[src/rtl/gtxe2_clk_pkg.sv]
// Shared types and helpers for the GTXE2 channel rate divider.
// Behaviour of hi_len/div_legal depends on macro GTXE2_RATE_DIV_ODD_EN (odd divisors).
package gtxe2_clk_pkg;

  typedef enum logic {
    ST_IDLE = 1'b0,
    ST_PEND = 1'b1
  } div_state_t;

  localparam int DIV_MIN = 2;
  localparam int FW      = 16;

  // Cycles of the period during which clk_out is high.
  function automatic logic [FW-1:0] hi_len(input logic [FW-1:0] d);
`ifdef GTXE2_RATE_DIV_ODD_EN
    return (d + 16'd1) >> 1;
`else
    return d >> 1;
`endif
  endfunction

  function automatic logic div_legal(input logic [FW-1:0] d);
    if (d < 16'(DIV_MIN)) begin
      return 1'b0;
    end else begin
`ifdef GTXE2_RATE_DIV_ODD_EN
      return 1'b1;
`else
      return ~d[0];
`endif
    end
  endfunction

endpackage

[src/rtl/gtxe2_chnl_rate_div_ch.sv]
// One divider channel: free-running period counter plus an IDLE/PEND handshake that
// swaps the divisor only on a period boundary. Legality follows GTXE2_RATE_DIV_ODD_EN.
module gtxe2_chnl_rate_div_ch
  import gtxe2_clk_pkg::*;
#(
  parameter int DIVW     = 5,
  parameter int DIV_INIT = 2
) (
  input  logic            clk_in,
  input  logic            rst,
  input  logic [DIVW-1:0] div_in,
  input  logic            rate_req,
  output logic            rate_ack,
  output logic            busy,
  output logic            div_err,
  output logic            clk_out,
  output logic            ce_out
);

  logic [DIVW-1:0] cnt;
  logic [DIVW-1:0] div_cur;
  logic [DIVW-1:0] div_pend;
  div_state_t      state;

  logic            wrap;
  logic            apply;
  logic [DIVW-1:0] cnt_nxt;
  logic [DIVW-1:0] div_nxt;
  logic            clk_nxt;
  logic            req_ok;

  always_comb begin
    wrap    = (cnt == div_cur - DIVW'(1));
    apply   = (state == ST_PEND) && wrap;
    div_nxt = apply ? div_pend : div_cur;
    if (wrap) begin
      cnt_nxt = '0;
    end else begin
      cnt_nxt = cnt + DIVW'(1);
    end
    // A fresh divisor always starts at cnt 0, so its first phase is complete.
    clk_nxt = (FW'(cnt_nxt) < hi_len(FW'(div_nxt)));
    req_ok  = div_legal(FW'(div_in));
  end

  always_ff @(posedge clk_in or posedge rst) begin
    if (rst) begin
      cnt      <= DIVW'(DIV_INIT - 1);
      div_cur  <= DIVW'(DIV_INIT);
      div_pend <= DIVW'(DIV_INIT);
      state    <= ST_IDLE;
      clk_out  <= 1'b0;
      ce_out   <= 1'b0;
      busy     <= 1'b0;
      rate_ack <= 1'b0;
      div_err  <= 1'b0;
    end else begin
      cnt      <= cnt_nxt;
      div_cur  <= div_nxt;
      clk_out  <= clk_nxt;
      ce_out   <= (cnt_nxt == '0);
      rate_ack <= 1'b0;
      div_err  <= 1'b0;
      case (state)
        ST_IDLE: begin
          if (rate_req) begin
            if (req_ok) begin
              div_pend <= div_in;
              state    <= ST_PEND;
              busy     <= 1'b1;
            end else begin
              div_err  <= 1'b1;
            end
          end
        end
        ST_PEND: begin
          // Requests arriving here are deliberately dropped.
          if (wrap) begin
            state    <= ST_IDLE;
            busy     <= 1'b0;
            rate_ack <= 1'b1;
          end
        end
        default: begin
          state <= ST_IDLE;
          busy  <= 1'b0;
        end
      endcase
    end
  end

endmodule

[src/rtl/gtxe2_chnl_rate_divider.sv]
// NCH independent glitch-free clock dividers with a request/ack rate-change handshake.
// Odd divisors are enabled by defining GTXE2_RATE_DIV_ODD_EN.
module gtxe2_chnl_rate_divider
  import gtxe2_clk_pkg::*;
#(
  parameter int NCH      = 2,
  parameter int DIVW     = 5,
  parameter int DIV_INIT = 2
) (
  input  logic                clk_in,
  input  logic                rst,
  input  logic [NCH*DIVW-1:0] div_in,
  input  logic [NCH-1:0]      rate_req,
  output logic [NCH-1:0]      rate_ack,
  output logic [NCH-1:0]      busy,
  output logic [NCH-1:0]      div_err,
  output logic [NCH-1:0]      clk_out,
  output logic [NCH-1:0]      ce_out
);

  for (genvar n = 0; n < NCH; n++) begin : g_ch
    gtxe2_chnl_rate_div_ch #(
      .DIVW    (DIVW),
      .DIV_INIT(DIV_INIT)
    ) u_ch (
      .clk_in  (clk_in),
      .rst     (rst),
      .div_in  (div_in[n*DIVW +: DIVW]),
      .rate_req(rate_req[n]),
      .rate_ack(rate_ack[n]),
      .busy    (busy[n]),
      .div_err (div_err[n]),
      .clk_out (clk_out[n]),
      .ce_out  (ce_out[n])
    );
  end

endmodule

[config.mk]
export PLATFORM = sky130hd
export DESIGN_NAME = gtxe2_chnl_rate_divider
export DESIGN_NICKNAME = d
export VERILOG_FILES = /design/src/rtl/gtxe2_clk_pkg.sv /design/src/rtl/gtxe2_chnl_rate_div_ch.sv /design/src/rtl/gtxe2_chnl_rate_divider.sv
export SDC_FILE = /design/constraint.sdc
export NUM_CORES = 1
export LEC_CHECK = 0
export CORE_UTILIZATION = 30
export CTS_CLUSTER_SIZE = 16
export DETAILED_ROUTE_END_ITERATION = 6
export PLACE_DENSITY = 0.58
export SETUP_SLACK_MARGIN = 0.5
export SLEW_MARGIN = 10
export SYNTH_ARGS = -nofsm -noshare
export SYNTH_HDL_FRONTEND = slang
export SYNTH_HIERARCHICAL = 1
export SYNTH_SLANG_ARGS = --single-unit
[constraint.sdc]
create_clock -name clk_in -period 3.7 [get_ports clk_in]
set_clock_uncertainty 0.1 [all_clocks]
set_input_delay 0.74 -clock clk_in [delete_from_list [all_inputs] [get_ports clk_in]]
set_output_delay 0.74 -clock clk_in [all_outputs]
set_load 0.02 [all_outputs]
==> results by group <==
Outcome
  – Status: completed

Yosys
  – Synthesized flop and latch total: 42
  – Simple-gate portion of the synthesized area: 12.1%
  – Post-Synthesis Cell Area: about 0.0022 mm^2
  – Multiplexer share of the synthesized area: between 15 and 20%
  – Main synth FF type: dfrtp_1
  – Syn Area/Cell: around 12 um^2
  – Async S/R FF share, synth: between 90% and 100%
  – Seq/Total Area, Yosys: between 40 and 50%
  – Share of the synthesized area in the top cell type: approximately two fifths
  – Largest area contributor in the netlist: dfrtp_1
  – Syn Nets: approximately 210
  – Dominant cells by area after synthesis: dfrtp_1, dfstp_2, mux2_4
  – XOR/XNOR share of the synthesized area: under 10%
  – Netlist cell types: 46
  – Number of flops mapped to enable cells by yosys: 0
  – Post-synthesis adder-cell area fraction: between 5 and 6%
  – Synthesis Warnings: 6
  – Post-synthesis compound-gate area fraction: 8.87%
  – Cells after Synth: between 150 and 200
  – Largest family of logic cells by synthesized area: multiplexers

Clocking
  – CTS H-tree lvls: 2
  – Root Buffer: clkbuf_8
  – Clk slew on worst S/H paths: ~80 ps
  – Clock latency at the later pin of the worst-skew pair: 290 ps
  – Hold Buf Count CTS: 0
  – CTS tree: built
  – Clock sinks: 42
  – Max Root-Sink Buffers: 2
  – CTS Buf Count: 5

Drt
  – DR top layer: met4
  – WL/cell: about 13 um
  – Post-DR vias/cell: 4.56
  – Post-route antenna net violation count: 0
  – 1st-iter DRT viols: 43
  – Total wire length: around 4200 um
  – M1 wire length: around 2100 um
  – # DRC: 0
  – DR vias: about 1400
  – Wire length on met3: around 150 um
  – Pre-Repair DR Iteration Count: 4
  – Met2 wire length: 1850 um

Place
  – DP Area: roughly 0.0026 mm^2
  – I/O Buffers: 23
  – RD Place Congestion: just under 0.8
  – Detailed placement HPWL: 3020 um

Finish
  – Nets: between 200 and 250
  – Share of cells above drive strength 1: between 10% and 20%
  – Design area: roughly 0.0027 mm^2
  – Most common cell after layout, fill and taps aside: dfrtp_1
  – Synth-to-layout area growth: 18.6%
  – Storage cell area: between 0.001 and 0.0015 mm^2
  – Multi-input gate area: 0.00110 mm^2
  – Fill cell total of the finished layout: just over 700
  – Most frequent cells in the layout: dfrtp_1, clkdlybuf4s50_1, inv_1, nor2_1
  – Antenna Cells: 0

Run
  – Maxcap violations: 0

Floorplanning
  – Die Height: 88.5 um
  – Core ar.: roughly 0.0073 mm^2
  – Die boundary width: approximately 88 um
  – Initial Utilization: a little under a third
  – DIE AREA: between 0.007 and 0.008 mm^2
  – Rows: 31
  – Top Ports: 24

GRT
  – Initial antenna violation count: 0
  – Vias in the first global route: around 1300
  – GRT Util Overall: a little under an eighth
  – Overflow after GRT: 0
  – First-pass GRT wire length: around 6700 um
  – Maximum number of pins on one net before global-route repair: 22

Power
  – PnR Total Power: roughly 1.7 mW
  – P_leak: 1.22 nW
  – Power per cell area: between 600 and 700 mW/mm^2
  – Max IR drop VDD: around 0.25 mV

Critical path
  – Critical path type: flop to flop
  – CP Launch Type: flop
  – Maximum fanout along the worst path: 10
  – CP Data Required Time: between 3000 and 4000 ps
  – CP arrival: roughly 3000 ps
  – Crit end category: flop

STA
  – Final Critical Period: 2910 ps
  – Endpoints failing setup: 0
  – FMAX: between 300 and 400 MHz
  – RSZ-0062 raised after global routing: false
  – Slew margin rel.: a little under half
  – Final Max Slew Viols: 0
  – Slew @ Worst Pin: a little under 800 ps
  – Final hold violation count: 0
  – Final period util: about four fifths
  – Post-route setup TNS: 0 ps

Min path
  – Hold WC Path Type: flop to flop
==> cell type report <==
type	count	area share, %
tap	99	4.66
sequential	42	39.8
timing repair buffer	26	9.51
multi-input combinational	126	41.5
inverter	12	1.69
clock buffer	7	2.87
==> synth_stat cells (3+ instances only) <==
cell type	number
dfrtp_1	36
inv_1	11
nor2_1	11
ha_1	10
mux2_4	10
mux2i_1	10
xor2_1	10
nand3_1	7
xnor2_1	7
dfstp_2	6
nand2_1	5
nand4_1	5
a21oi_1	4
mux2_1	4
mux2_2	4
a21o_1	3
nor2b_1	3
nor3b_1	3
==> what timing repair did <==
action	CTS	global route
resized for setup	0	1
setup endpoints to repair	0	1
endpoints found under the hold margin	0	0
buffers inserted	0	2
==> worst max-delay path, stage by stage (launching register included) <==
cell       delay [ps]
dfstp_2           580
inv_1              50
ha_1              280
xor2_1            190
o211a_4           210
o2111ai_4         280
mux2i_1           270
ha_1              280
a21o_1            170
a21oi_1           180
nand3_1            90
mux2i_1           150
==> registers in the layout, summed over array words and instances, names as in the netlist <==
signal              cells
g_ch.u_ch/div_pend     10
g_ch.u_ch/ce_out        2
g_ch.u_ch/div_err       2
g_ch.u_ch/busy          2
g_ch.u_ch/rate_ack      2
g_ch.u_ch/cnt          10
g_ch.u_ch/state         2
g_ch.u_ch/clk_out       2
g_ch.u_ch/div_cur      10
==> through the flow <==
step / utilization [%] / std cells / hold WS, ps / setup WS, ps
floorplan: - / 185 / 353 / 841
global placement: 35.4 / 303 / 378 / 623
detailed placement: 35.4 / 303 / 387 / 547
CTS: 36.4 / 310 / 400 / 531
global route: 36.7 / 312 / 418 / 614
finish: 36.7 / 312 / 395 / 789
==> power by group <==
group | internal [mW] | switching (mW) | total, mW
Combinational | 0.380 | 0.372 | 0.752
Sequential | 0.579 | 0.108 | 0.686
Clock | 0.130 | 0.148 | 0.278
==> path summary, 6_finish.rpt <==
path / startpoint / end / slack [ps] / cells past startpoint
max: g_ch[1].u_ch/div_cur[1]$_DFF_PP1_ / g_ch[1].u_ch/clk_out$_DFF_PP0_ / 790 / 11
max reg2reg: g_ch[1].u_ch/div_cur[1]$_DFF_PP1_ / g_ch[1].u_ch/clk_out$_DFF_PP0_ / 790 / 11
min in group asynchronous: rst / g_ch[1].u_ch/cnt[4]$_DFF_PP0_ / 820 / 2
min reg2reg: g_ch[0].u_ch/state$_DFF_PP0_ / g_ch[0].u_ch/div_err$_DFF_PP0_ / 400 / 1
min: g_ch[0].u_ch/state$_DFF_PP0_ / g_ch[0].u_ch/div_err$_DFF_PP0_ / 400 / 1
max in group asynchronous: rst / g_ch[0].u_ch/cnt[2]$_DFF_PP0_ / 2180 / 2
==> metal layers <==
layer | GRT usage (%) | vias to the layer above
met5 | 0 | -
met4 | 3.96 | 0
met3 | 2.80 | 5
met2 | 16.4 | 23
met1 | 16.9 | 690
li1 | - | 706
==> cells by family after synthesis <==
kind of cell,Yosys count
AND/OR/NAND/NOR,48
AO/OA/AOI/OAI,22
multiplexers,28
XOR/XNOR,18
buffers and inverters,17
flip-flops,42
adder cells (fa/ha/maj),10
Note: power is estimated with default switching activity, not from simulation.
==> patch 1: new RTL, config.mk and constraints unchanged <==
Reset style: synchronous (`rst`), changed in one clocked block.
--- a/src/rtl/gtxe2_chnl_rate_div_ch.sv
+++ b/src/rtl/gtxe2_chnl_rate_div_ch.sv
@@ -43,7 +43,7 @@
     req_ok  = div_legal(FW'(div_in));
   end
 
-  always_ff @(posedge clk_in or posedge rst) begin
+  always_ff @(posedge clk_in) begin
     if (rst) begin
       cnt      <= DIVW'(DIV_INIT - 1);
       div_cur  <= DIVW'(DIV_INIT);
Check against the original RTL: differs if rst is asserted again (counterexample within 4 cycles, from zero or initial values and one cycle with rst high); with rst held inactive, the same outputs for 10 cycles.
==> patch 1 against the original RTL <==
  * First-iteration DRC count is 63% higher
  * Wire length is 2.6% lower
  * Non-clock buffer count is 2 lower
  * Utilization is 0.34 points higher
  * Setup slack better by 0.015 ns
  * Area after synthesis is 5.7% lower
  * Sequential cell count stayed put
  * Cell count is 7.4% higher
  * Final area is 5.5% lower
  * Total power is 27% lower
  * Worst hold slack worse by 0.021 ns
==> patch 1: results (changes against the original RTL) <==
stage,metric,value,unit,change
min_path,critical hold path startpoint,g_ch[1].u_ch/div_pend[0],,
yosys,post-synthesis average cell area,9.88,sq um,-18%
yosys,top post-synthesis cells by area,"dfxtp_1 (40%), nor2_1 (6.7%), mux2i_1 (6.6%)",,
drt,Routed WL,4.05,mm,-2.6%
place,Post-DP HPWL,3.02,mm,+0.28%
critical_path,critical path endpoint,g_ch[1].u_ch/clk_out,,
critical_path,CP startpoint,g_ch[1].u_ch/div_cur[0],,
drt,vias per inst,4.63,,+1.4%
yosys,Synth cell types,37,,-20%
finish,largest registers,"g_ch.u_ch/cnt x10, g_ch.u_ch/div_cur x10, g_ch.u_ch/div_pend x10",,
place,Placement Setup Slack,0.830,ns,+0.282 ns
yosys,Syn Nets,238,,+14%
yosys,Synth Flop Type,dfxtp_1,,
finish,Final #Nets,263,,+11%
drt,Initial DRC Count,70,,+63%
pwr,P_int,0.000823,W,-24%
grt,first-pass GRT wire length,7.40,mm,+10%
pwr,Static Leak,1.04,nW,-15%
place,gpl congestion,0.776,,+0.22%
yosys,"Seq/Total Area, Yosys",0.398,,-0.0745
pwr,Max VDD drop,0.282,mV,+15%
finish,Antenna diodes,0,,unchanged
critical_path,Crit-path slowest cell,dfxtp_1,,
place,placed instance count,328,,+8.3%
grt,vias in the first global route,1560,,+18%
yosys,async set or reset register ratio after synthesis,0,,-1.00
clock_tree,CTS buffer count,5,,unchanged
grt,global-route usage over all layers,0.130,,+0.0146
critical_path,"Arr. time, crit path",3.04,ns,+0.02 ns
drt,via count,1550,,+8.8%
min_path,Worst Hold End,g_ch[1].u_ch/div_pend[0],,
critical_path,crit-path max FO,8,,-2
clock_tree,clk buf depth,2,,unchanged
critical_path,max incr delay on CP,0.41,ns,-0.17 ns
grt,pin count of the biggest net entering global routing,37,,+68%
outcome,status,completed,,
finish,fill count,706,,-2.4%
yosys,"top cells by count, synth","dfxtp_1 (42), nor2_1 (38), inv_1 (16), mux2i_1 (14), xor2_1 (12)",,
sta,Slew headroom,0.551,,+0.0740
sta,final worst slack,0.804,ns,+0.0145 ns
## patch 1: metrics by stage
step / hold slack [ns] / total power [W] / cell area (sq um)
after floorplan: 0.352 / 0.000868 / 2110
after global placement: 0.363 / 0.000984 / 2430
after detailed placement: 0.368 / 0.000989 / 2430
after CTS: 0.379 / 0.00127 / 2510
after global routing: 0.403 / 0.00136 / 2510
final: 0.374 / 0.00126 / 2510
## patch 1: final cells by class
class,instances,area share
well taps,96,0.0478
repair buffers,24,0.0946
inverters,16,0.0239
clock buffers,5,0.0274
flip-flops and latches,42,0.334
clock inverters,2,0.00398
multi-input cells,150,0.468
## patch 1: logic make-up after synthesis
logic type	synth area share
simple gates	0.200
flops	0.398
compound gates	0.142
buf+inv	0.0462
xor+xnor	0.0888
mux	0.0663
fa+ha+maj	0.0592
## patch 1: worst reg2reg max path: stages (launching register included)
cell and delay [ns]:
dfxtp_1 0.41, inv_1 0.06, ha_1 0.31, xor2_1 0.16
o211a_1 0.24, o2111ai_4 0.24, mux2i_1 0.27, ha_1 0.28
a21oi_1 0.13, nor2b_1 0.07, a2111oi_2 0.37, o41a_1 0.21
## patch 1: per-layer routing
| layer | vias to the layer above | share of wire | global-route usage |
|---|---|---|---|
| met4 | 0 | 0.027 | 0.0636 |
| met5 | - | 0 | 0 |
| met1 | 717 | 0.54 | 0.177 |
| met2 | 24 | 0.40 | 0.186 |
| met3 | 9 | 0.033 | 0.0366 |
| li1 | 800 | - | - |
## patch 1: power groups by stage
stage,clock network (W),logic [W],registers (W)
final,0.000283,0.000436,0.000542
after global routing,0.000311,0.000497,0.000549
after CTS,0.000294,0.000438,0.000543
after detailed placement,0,0.000436,0.000553
after global placement,0,0.000432,0.000552
after floorplan,0,0.000304,0.000564
==> patch 2: new RTL, same settings <==
Made on the original files. Change the parameter `NCH` from 2 to 4.
--- a/src/rtl/gtxe2_chnl_rate_divider.sv
+++ b/src/rtl/gtxe2_chnl_rate_divider.sv
@@ -3,7 +3,7 @@
 module gtxe2_chnl_rate_divider
   import gtxe2_clk_pkg::*;
 #(
-  parameter int NCH      = 2,
+  parameter int NCH      = 4,
   parameter int DIVW     = 5,
   parameter int DIV_INIT = 2
 ) (
Interface: changed (7 resized); port bits go from 24 to 46. The function was not compared with the original's and may differ.
==> patch 2 against the original RTL <==
  * Worst hold slack is essentially flat
  * Final area grew 100%
  * Combinational power rose to 2.8 times the old value
  * Sequential cell count rose by 42
  * Clock power grew to 3.1 times the old value
  * Fmax decreased by 3.0%
  * Setup slack got worse by 0.090 ns
  * Area after synthesis grew 100%
  * Total power grew to 2.6 times the old value
  * Critical path type unchanged
  * Via count rose by 100%
  * Sequential share of layout area shrank 0.91 points
  * Wire length grew 100%
==> patch 2: results (changes against the original RTL) <==
stage,metric,value,unit,change
outcome,status,completed,,
critical_path,crit-path max FO,8,,-2
yosys,post-synthesis average cell area,12.3,sq um,+1.5%
yosys,Syn Nets,411,,+97%
drt,Initial DRC Count,56,,+30%
place,placed instance count,585,,+93%
place,gpl congestion,0.782,,+0.98%
critical_path,max incr delay on CP,0.56,ns,-0.02 ns
pwr,Static Leak,2.52,nW,+110%
place,# port buffers,45,,+96%
critical_path,CP startpoint,g_ch[0].u_ch/div_cur[1],,
yosys,Synth Area in XOR/XNOR,0.0753,,+0.00159
yosys,top post-synthesis cells by area,"dfrtp_1 (40%), dfstp_2 (7.0%), mux2_4 (6.7%)",,
drt,Routed WL,8.51,mm,+100%
grt,vias in the first global route,3157,,+140%
finish,Final #Nets,463,,+95%
critical_path,reg2reg setup slack,0.70,ns,-0.09 ns
yosys,"top cells by count, synth","dfrtp_1 (72), xor2_1 (24), ha_1 (20), mux2_4 (20), mux2i_1 (20)",,
yosys,adder-cell share of the synthesized area,0.0557,,-0.0000622
finish,Finished Layout Cells,606,,+94%
finish,largest registers,"g_ch.u_ch/cnt x20, g_ch.u_ch/div_cur x20, g_ch.u_ch/div_pend x20",,
finish,layout cells sized above 1,0.190,,+0.00647
clock_tree,"Reg clk slew, reported paths",0.06,ns,-0.02 ns
pwr,Sw Ratio,0.375,,+0.00922
clock_tree,H-tree levels,3,,+1
sta,Worst Tran Pin Value,0.812,ns,+0.0283 ns
yosys,compound-gate portion of the synthesized area,0.0928,,+0.00408
==> patch 2: changes by cell type in the layout (fill, tap and decap cells not counted), sizes merged, moves of 10 or more <==
cell	before	now
clkdlybuf4s50	23	45
dfrtp	36	72
ha	10	20
inv	12	22
mux2	18	36
mux2i	10	20
xor2	10	24
==> patch 2: logic make-up after synthesis <==
logic type      after synthesis
compound gates               42
xor+xnor                     36
fa+ha+maj                    20
buf+inv                      31
flops                        84
mux                          56
simple gates                 96
==> patch 2: critical path, delay by kind of cell, from the launching register on <==
family          cells  cell delay (ns)
compound gates      4             1.09
xor+xnor            1             0.13
mux                 2             0.30
flops               1             0.56
fa+ha+maj           2             0.60
buf+inv             1             0.05
simple gates        1             0.09
==> patch 2: repair_timing <==
item                                    4_1_cts  5_1_grt
hold buffers                                  0        0
buffers inserted                              0        5
gates resized for setup                       0        2
endpoints found under the setup margin        0        1
==> patch 2: cell type report <==
cell class | count | area [sq um]
fillers | 1398 | 9150
multi-input cells | 250 | 2240
flip-flops and latches | 84 | 2120
repair buffers | 50 | 488
clock buffers | 11 | 233
well taps | 184 | 230
inverters | 22 | 82.6
clock inverters | 5 | 52.6
==> patch 2: metrics by stage <==
| stage | hold slack (ns) | setup slack (ns) | area, sq um | util |
|---|---|---|---|---|
| 2_1_floorplan | 0.353 | 0.841 | 4490 | - |
| 3_3_place_gp | 0.378 | 0.637 | 5110 | 0.350 |
| 3_5_place_dp | 0.385 | 0.527 | 5110 | 0.350 |
| 4_1_cts | 0.402 | 0.506 | 5400 | 0.370 |
| 5_1_grt | 0.412 | 0.535 | 5440 | 0.373 |
| 6_report | 0.395 | 0.700 | 5440 | 0.373 |
==> patch 2: power groups by stage <==
stage,clock network [W],logic (W),registers [W]
5_1_grt,0.000937,0.00240,0.00157
4_1_cts,0.000904,0.00215,0.00153
2_1_floorplan,0,0.00175,0.00148
3_3_place_gp,0,0.00207,0.00154
3_5_place_dp,0,0.00213,0.00155
6_report,0.000872,0.00213,0.00153
==> patch 2: path summary, 6_finish.rpt <==
check | to | cells past startpoint
setup / recovery | g_ch[0].u_ch/clk_out | 11
hold / removal | g_ch[3].u_ch/busy | 1
setup reg to reg | g_ch[0].u_ch/clk_out | 11
hold reg to reg | g_ch[3].u_ch/busy | 1
max in group asynchronous | g_ch[0].u_ch/div_err | 2
min in group asynchronous | g_ch[3].u_ch/cnt[1] | 2
==> patch 2: layer usage <==
metal | track usage | part of all wire
met4 | 0.0645 | 0.029
met3 | 0.0223 | 0.028
met2 | 0.202 | 0.49
met1 | 0.142 | 0.46
met5 | 0 | 0
